[src/rtl/mem_port_arbiter.sv]
// Shares one memory port between instruction fetch (I) and load/store (D), D first.
// Define MEM_ARB_STARVE_GUARD_EN to force an I grant after STARVE_LIMIT D grants with I waiting.
module mem_port_arbiter #(
   parameter int ADDR_W       = 32,
   parameter int DATA_W       = 32,
   parameter int STARVE_LIMIT = 4
) (
   input  logic              clock,
   input  logic              reset,
   input  logic              i_req,
   input  logic [ADDR_W-1:0] i_addr,
   output logic              i_gnt,
   output logic              i_rvalid,
   output logic [DATA_W-1:0] i_rdata,
   input  logic              d_req,
   input  logic              d_we,
   input  logic [ADDR_W-1:0] d_addr,
   input  logic [DATA_W-1:0] d_wdata,
   output logic              d_gnt,
   output logic              d_rvalid,
   output logic [DATA_W-1:0] d_rdata,
   output logic              mem_req,
   output logic              mem_we,
   output logic [ADDR_W-1:0] mem_addr,
   output logic [DATA_W-1:0] mem_wdata,
   input  logic              mem_ready,
   input  logic [DATA_W-1:0] mem_rdata,
   output logic              busy
);

   typedef enum logic [1:0] {
      IDLE   = 2'd0,
      BUSY_I = 2'd1,
      BUSY_D = 2'd2
   } state_t;

   state_t state_r;
   logic   qi_s;
   logic   qd_s;
   logic   arb_s;
   logic   force_i_s;
   logic   pick_d_s;
   logic   pick_i_s;

   if (STARVE_LIMIT < 1 || STARVE_LIMIT > 15) begin : g_bad_limit
      $error("mem_port_arbiter: STARVE_LIMIT must be 1..15");
   end

   // Qualified requests and arbitration decision; a req seen alongside its gnt is already taken.
   always_comb begin
      qi_s     = i_req & ~i_gnt;
      qd_s     = d_req & ~d_gnt;
      arb_s    = (state_r == IDLE) | mem_ready;
      pick_d_s = qd_s & ~force_i_s;
      pick_i_s = qi_s & ~pick_d_s;
   end

`ifdef MEM_ARB_STARVE_GUARD_EN
   localparam logic [3:0] LIMIT = 4'(STARVE_LIMIT);
   logic [3:0] starve_cnt_r;

   assign force_i_s = qi_s & (starve_cnt_r == LIMIT);

   // Counts D grants made while I waits; saturates at the limit.
   always_ff @(posedge clock or posedge reset) begin
      if (reset) begin
         starve_cnt_r <= 4'd0;
      end else if (arb_s) begin
         if (!qi_s || pick_i_s) begin
            starve_cnt_r <= 4'd0;
         end else if (pick_d_s && (starve_cnt_r != LIMIT)) begin
            starve_cnt_r <= starve_cnt_r + 4'd1;
         end else begin
            starve_cnt_r <= starve_cnt_r;
         end
      end else begin
         starve_cnt_r <= starve_cnt_r;
      end
   end
`else
   assign force_i_s = 1'b0;
`endif

   // Transaction FSM: completes the current access and re-arbitrates on the same edge.
   always_ff @(posedge clock or posedge reset) begin
      if (reset) begin
         state_r   <= IDLE;
         busy      <= 1'b0;
         i_gnt     <= 1'b0;
         d_gnt     <= 1'b0;
         i_rvalid  <= 1'b0;
         d_rvalid  <= 1'b0;
         i_rdata   <= '0;
         d_rdata   <= '0;
         mem_req   <= 1'b0;
         mem_we    <= 1'b0;
         mem_addr  <= '0;
         mem_wdata <= '0;
      end else begin
         i_gnt    <= 1'b0;
         d_gnt    <= 1'b0;
         i_rvalid <= 1'b0;
         d_rvalid <= 1'b0;
         case (state_r)
            BUSY_I: begin
               if (mem_ready) begin
                  i_rvalid <= 1'b1;
                  i_rdata  <= mem_rdata;
               end
            end
            BUSY_D: begin
               if (mem_ready) begin
                  d_rvalid <= 1'b1;
                  if (!mem_we) begin
                     d_rdata <= mem_rdata;
                  end
               end
            end
            default: begin
            end
         endcase
         if (arb_s) begin
            if (pick_d_s) begin
               mem_addr  <= d_addr;
               mem_we    <= d_we;
               mem_wdata <= d_wdata;
               mem_req   <= 1'b1;
               d_gnt     <= 1'b1;
               busy      <= 1'b1;
               state_r   <= BUSY_D;
            end else if (pick_i_s) begin
               mem_addr  <= i_addr;
               mem_we    <= 1'b0;
               mem_req   <= 1'b1;
               i_gnt     <= 1'b1;
               busy      <= 1'b1;
               state_r   <= BUSY_I;
            end else begin
               mem_req   <= 1'b0;
               mem_we    <= 1'b0;
               busy      <= 1'b0;
               state_r   <= IDLE;
            end
         end
      end
   end

endmodule

[config.mk]
export PLATFORM = sky130hd
export DESIGN_NAME = mem_port_arbiter
export DESIGN_NICKNAME = d
export VERILOG_FILES = /design/src/rtl/mem_port_arbiter.sv
export SDC_FILE = /design/constraint.sdc
export NUM_CORES = 1
export LEC_CHECK = 0
export CORE_MARGIN = 2
export CORE_UTILIZATION = 36
export DETAILED_ROUTE_END_ITERATION = 8
export DONT_BUFFER_PORTS = 1
export HOLD_SLACK_MARGIN = 0.03
export PLACE_DENSITY_LB_ADDON = 0.1
export SYNTH_ARGS = -nofsm -noshare
export SYNTH_HDL_FRONTEND = slang
export SYNTH_SLANG_ARGS = --single-unit
[constraint.sdc]
create_clock -name clock -period 4.1 [get_ports clock]
set_clock_uncertainty 0.15 [all_clocks]
set_input_delay 0.41 -clock clock [delete_from_list [all_inputs] [get_ports clock]]
set_output_delay 0.41 -clock clock [all_outputs]
set_load 0.005 [all_outputs]
Word level (Yosys, flattened, before mapping)

Cells that the tools add are included.

Output and inout port bits: 135
Input bits: 134
Register bits: 136
Word-level logic and storage cells: 41

Bitwise operators: 8
Reductions and logical operators: 6
Equal/unequal tests: 2
Mux-type cells: 14

Operators with widths:

| operator             | count |
|---|---|
| $mux W32             | 2 |
| $mux W1              | 11 |
| $reduce_and A2 Y1    | 3 |
| $not A1 Y1           | 4 |
| $and A1 B1 Y1        | 3 |
| $reduce_and A3 Y1    | 1 |
| $eq A2 B1 Y1 const B | 1 |
| $eq A2 B2 Y1 const B | 1 |
| $logic_not A2 Y1     | 1 |
| $mux W2              | 1 |
| $reduce_bool A2 Y1   | 1 |
| $or A1 B1 Y1         | 1 |

Longest topological paths before layout

Word-level depth: 7
Depth in mapped cells: 5
Depth with buffers taken out: 3

Least setup slack after synthesis

Ideal clock, no wire load.

Kind: register to register
Start: register d_gnt
End: register mem_addr[21]
Cell stages (with the launch flop): 6
Path slack: 2.430 ns
Required time: 3.825 ns
Buffers on the path: 2
Period minus slack after synthesis: 1.670 ns
Arrival time: 1.395 ns
Cell sequence: dfrtp_1 nand2b_1 buf_6 a21oi_2 buf_4 mux2_2

Cells in the longest elaborated chain, start to end: 6
Elaborated cells on any way between the ends: 7
Those cells by class: mux (1); bitwise (4); reduce/logical (2)

Ends and longest elaborated chain:

| element                      | RTL line | source |
|---|---|---|
| start, declared              | 19       | `output logic d_gnt,` |
| start signal, assigned       | 90       | `d_gnt <= 1'b0;` |
| start signal, assigned       | 101      | `d_gnt <= 1'b0;` |
| start signal, assigned       | 128      | `d_gnt <= 1'b1;` |
| $not A1 Y1 *                 | 52       | `qd_s = d_req & ~d_gnt;` |
| $and A1 B1 Y1 *              | 52       |  |
| $not A1 Y1                   | 55       | `pick_i_s = qi_s & ~pick_d_s;` |
| $and A1 B1 Y1                | 55       |  |
| $reduce_bool A2 Y1 (no line) | n/a      |  |
| $reduce_and A2 Y1 (no line)  | n/a      |  |
| end signal, assigned         | 124      | `mem_addr <= d_addr;` |
| end signal, assigned         | 132      | `mem_addr <= i_addr;` |
| end, declared                | 24       | `output logic [ADDR_W-1:0] mem_addr,` |

Every way passes the cells marked *; elsewhere a longest branch is shown, timed or not.
A chain may end at the register's enable or synchronous reset.

Worst setup path after layout

Start: input port mem_ready
End: register d_rdata[29]

Cells in the longest elaborated chain, start to end: 1

Ends and longest elaborated chain:

| element                     | RTL line | source |
|---|---|---|
| start, declared             | 26       | `input logic mem_ready,` |
| $reduce_and A3 Y1 (no line) | n/a      |  |
| end signal, assigned        | 115      | `d_rdata <= mem_rdata;` |
| end, declared               | 21       | `output logic [DATA_W-1:0] d_rdata,` |

Every way passes these cells.

==> results.cfg <==
[floorplan]
dieArea_um2 = 16620
die_x_um = 128.9
die_y_um = 128.9
rows = 45
core-area_um2 = 15200
initial_core_util_pct = 36.95
boundaryPins = 269

[cts]
clock_latency_ns = 0.41
cts_max_level = 4
cts_tree = done
cts_inserted_buffers = 17
clock_path_buffers = 2
cts-root-buf = clkbuf_16
path_clk_slew_ns = 0.06
clock-sinks = 136

[critical_path]
cpPeakStageDelay_ns = 0.78
path_max_fanout = 23
reg2reg_to = d_rdata[29]
path_class = primary input to flip-flop
rrSetupSlack_ns = 1.69
path_cells = dlygate4sd3_1 -> and3b_1 -> nor2b_4 -> buf_4 -> mux2_4
cp-start-kind = primary input
r2r-start = state_r[0]
worst_path_max_delay_cell = nor2b_4
critPathArrivalTime_ns = 2.66
cp-end-kind = flip-flop
crit_required_ns = 4.24
rr_worst_depth = 4

[sta]
fmax_mhz = 397.6
setup_tns_ns = 0
fin_crit_sh_pct = 61.34
slew_violations = 0
grt_setup_unrepaired = false
tightest_slew_ns = 0.9819
final-hold-violation-count = 0
setup_viol = 0
slew_headroom_pct = 34.39
min_period_ns = 2.515

[global_route]
antenna_found_initial = 0
grt_pass1_vias = 3290
grt_use_total_pct = 14.81
grt_max_degree = 120
grt_first_pass_wirelength_um = 18490
overflow = 0

[layout]
layout_commonest_cell = dfrtp_1
final_cells = 609
mostFrequentLayoutCells = dfrtp_1 (136), mux2_2 (129), dlygate4sd3_1 (67), mux2_4 (30), clkbuf_16 (17)
diodes = 0
syn_to_final_growth_pct = 23.52
fin_nets = 542
drive_above_1_share_pct = 47.03

[logic_synthesis]
syn_area_um2 = 5617
synth_cells = 337
yosysUniqueCellTypes = 22
synth_area_per_cell_um2 = 16.67
syn_nets = 471
ys_seq_area_share_pct = 60.59
yosys_warnings = 0
ys_ff_latch = 136

[place]
place.gp.congestion = 0.6923
port_buffers = 0
place_hpwl_um = 8087
numPlacedInstances = 510

[detailed_routing]
via_count = 3002
drc = 0
first_pass_iters = 4
viasPerCell = 4.929
ant_nets = 0
drt-total-wl_um = 11910
drt-initial-drc-count = 97
wl_per_cell_um = 19.56

[worst_hold_path]
min-delay-start = d_addr[30]
min_to = mem_addr[30]
min_path_cells = 2
hold_class = primary input to flip-flop

[outcome]
status = complete, no violations

[power]
cellLeakagePower_nw = 2.988
peakVddDrop_mv = 0.4229
powerDensity_nw_per_um2 = 634.0

[run]
cap_violations = 0
## report_power, final
| group | internal (W) | leakage (nW) | switching, W | total (W) |
|---|---|---|---|---|
| combinational | 0.000550 | 1.13 | 0.000247 | 0.000796 |
| clock | 0.000784 | 0.256 | 0.000565 | 0.00135 |
| sequential | 0.00183 | 1.61 | 0.000422 | 0.00225 |
| total | 0.00317 | 2.99 | 0.00123 | 0.00440 |
## how the worst max path moves through the flow
stage                  end  startpoint  slack, ns
4_1_cts        d_rdata[29]   mem_ready       1.55
6_report       d_rdata[29]   mem_ready       1.59
5_1_grt        d_rdata[29]   mem_ready       1.46
3_5_place_dp   d_rdata[23]  state_r[0]       1.63
2_1_floorplan         busy       reset       1.85
3_3_place_gp   d_rdata[26]  state_r[0]       1.67
## through the flow
stage	setup slack [ns]	total power [W]	utilization, %	hold slack, ns	area, um^2
floorplan	1.847	0.002816	-	0.3313	5620
global placement	1.668	0.003015	37.77	0.1583	5742
detailed placement	1.628	0.003038	37.77	0.1534	5742
CTS	1.552	0.004475	45.64	0.1074	6938
global route	1.459	0.004658	45.64	0.1165	6938
finish	1.585	0.004398	45.64	0.1224	6938
## sequential cells by signal (all words and copies together) (netlist names)
register,cells
i_rdata,32
d_rdata,32
mem_wdata,32
mem_we,1
busy,1
i_rvalid,1
i_gnt,1
state_r,2
mem_addr,32
d_gnt,1
d_rvalid,1
## per-layer routing
metal	part of all wire (%)	track usage [%]	vias up
li1	-	-	1327
met1	37	16.52	1514
met2	52	24.84	152
met3	10	7.484	9
met4	1.0	4.604	0
met5	0	0	-
## critical path: cells and delay by family
family                 cells  cell delay [ns]
buffers and inverters      2             0.95
and+or+nand+nor            2             0.97
muxes                      1             0.32
## final cells by class
type                       count  area (um^2)
fill                        1328         8264
sequential                   136         3403
multi-input combinational    178         2046
timing repair buffer          70        705.7
clock buffer                  20        446.7
tap                          188        235.2
clock inverter                12        78.83
inverter                       5        22.52
## kinds of logic after synthesis
group | Yosys count | synth area share, %
mux | 160 | 34.08
flops | 136 | 60.59
buf+inv | 23 | 3.342
simple gates | 12 | 1.181
compound gates | 6 | 0.8021
## synthesized netlist by cell type
library cell | instances | area (um^2)
dfrtp_1 | 136 | 3403
mux2_2 | 129 | 1453
mux2_4 | 30 | 450.4
buf_6 | 11 | 123.9
inv_1 | 5 | 18.77
buf_4 | 4 | 30.03
buf_2 | 3 | 15.01
nand2_1 | 2 | 7.510
nand2b_1 | 2 | 12.51
nand3_1 | 2 | 10.01
nor2b_1 | 2 | 12.51
a21o_1 | 1 | 7.510
a21oi_2 | 1 | 8.760
a31oi_1 | 1 | 6.260
and3b_1 | 1 | 8.760
mux2_1 | 1 | 11.26
nand2_2 | 1 | 6.260
nor2_1 | 1 | 3.750
nor3_1 | 1 | 5.000
o21ai_0 | 1 | 5.000
o21ba_2 | 1 | 10.01
o21bai_1 | 1 | 7.510
## repair_timing
item / 4_1_cts / 5_1_grt
resized for setup: 0 / 0
hold buffers: 67 / 0
endpoints found under the hold margin: 117 / 0
setup buffers: 0 / 0
Note: power is estimated with default switching activity, not from simulation.
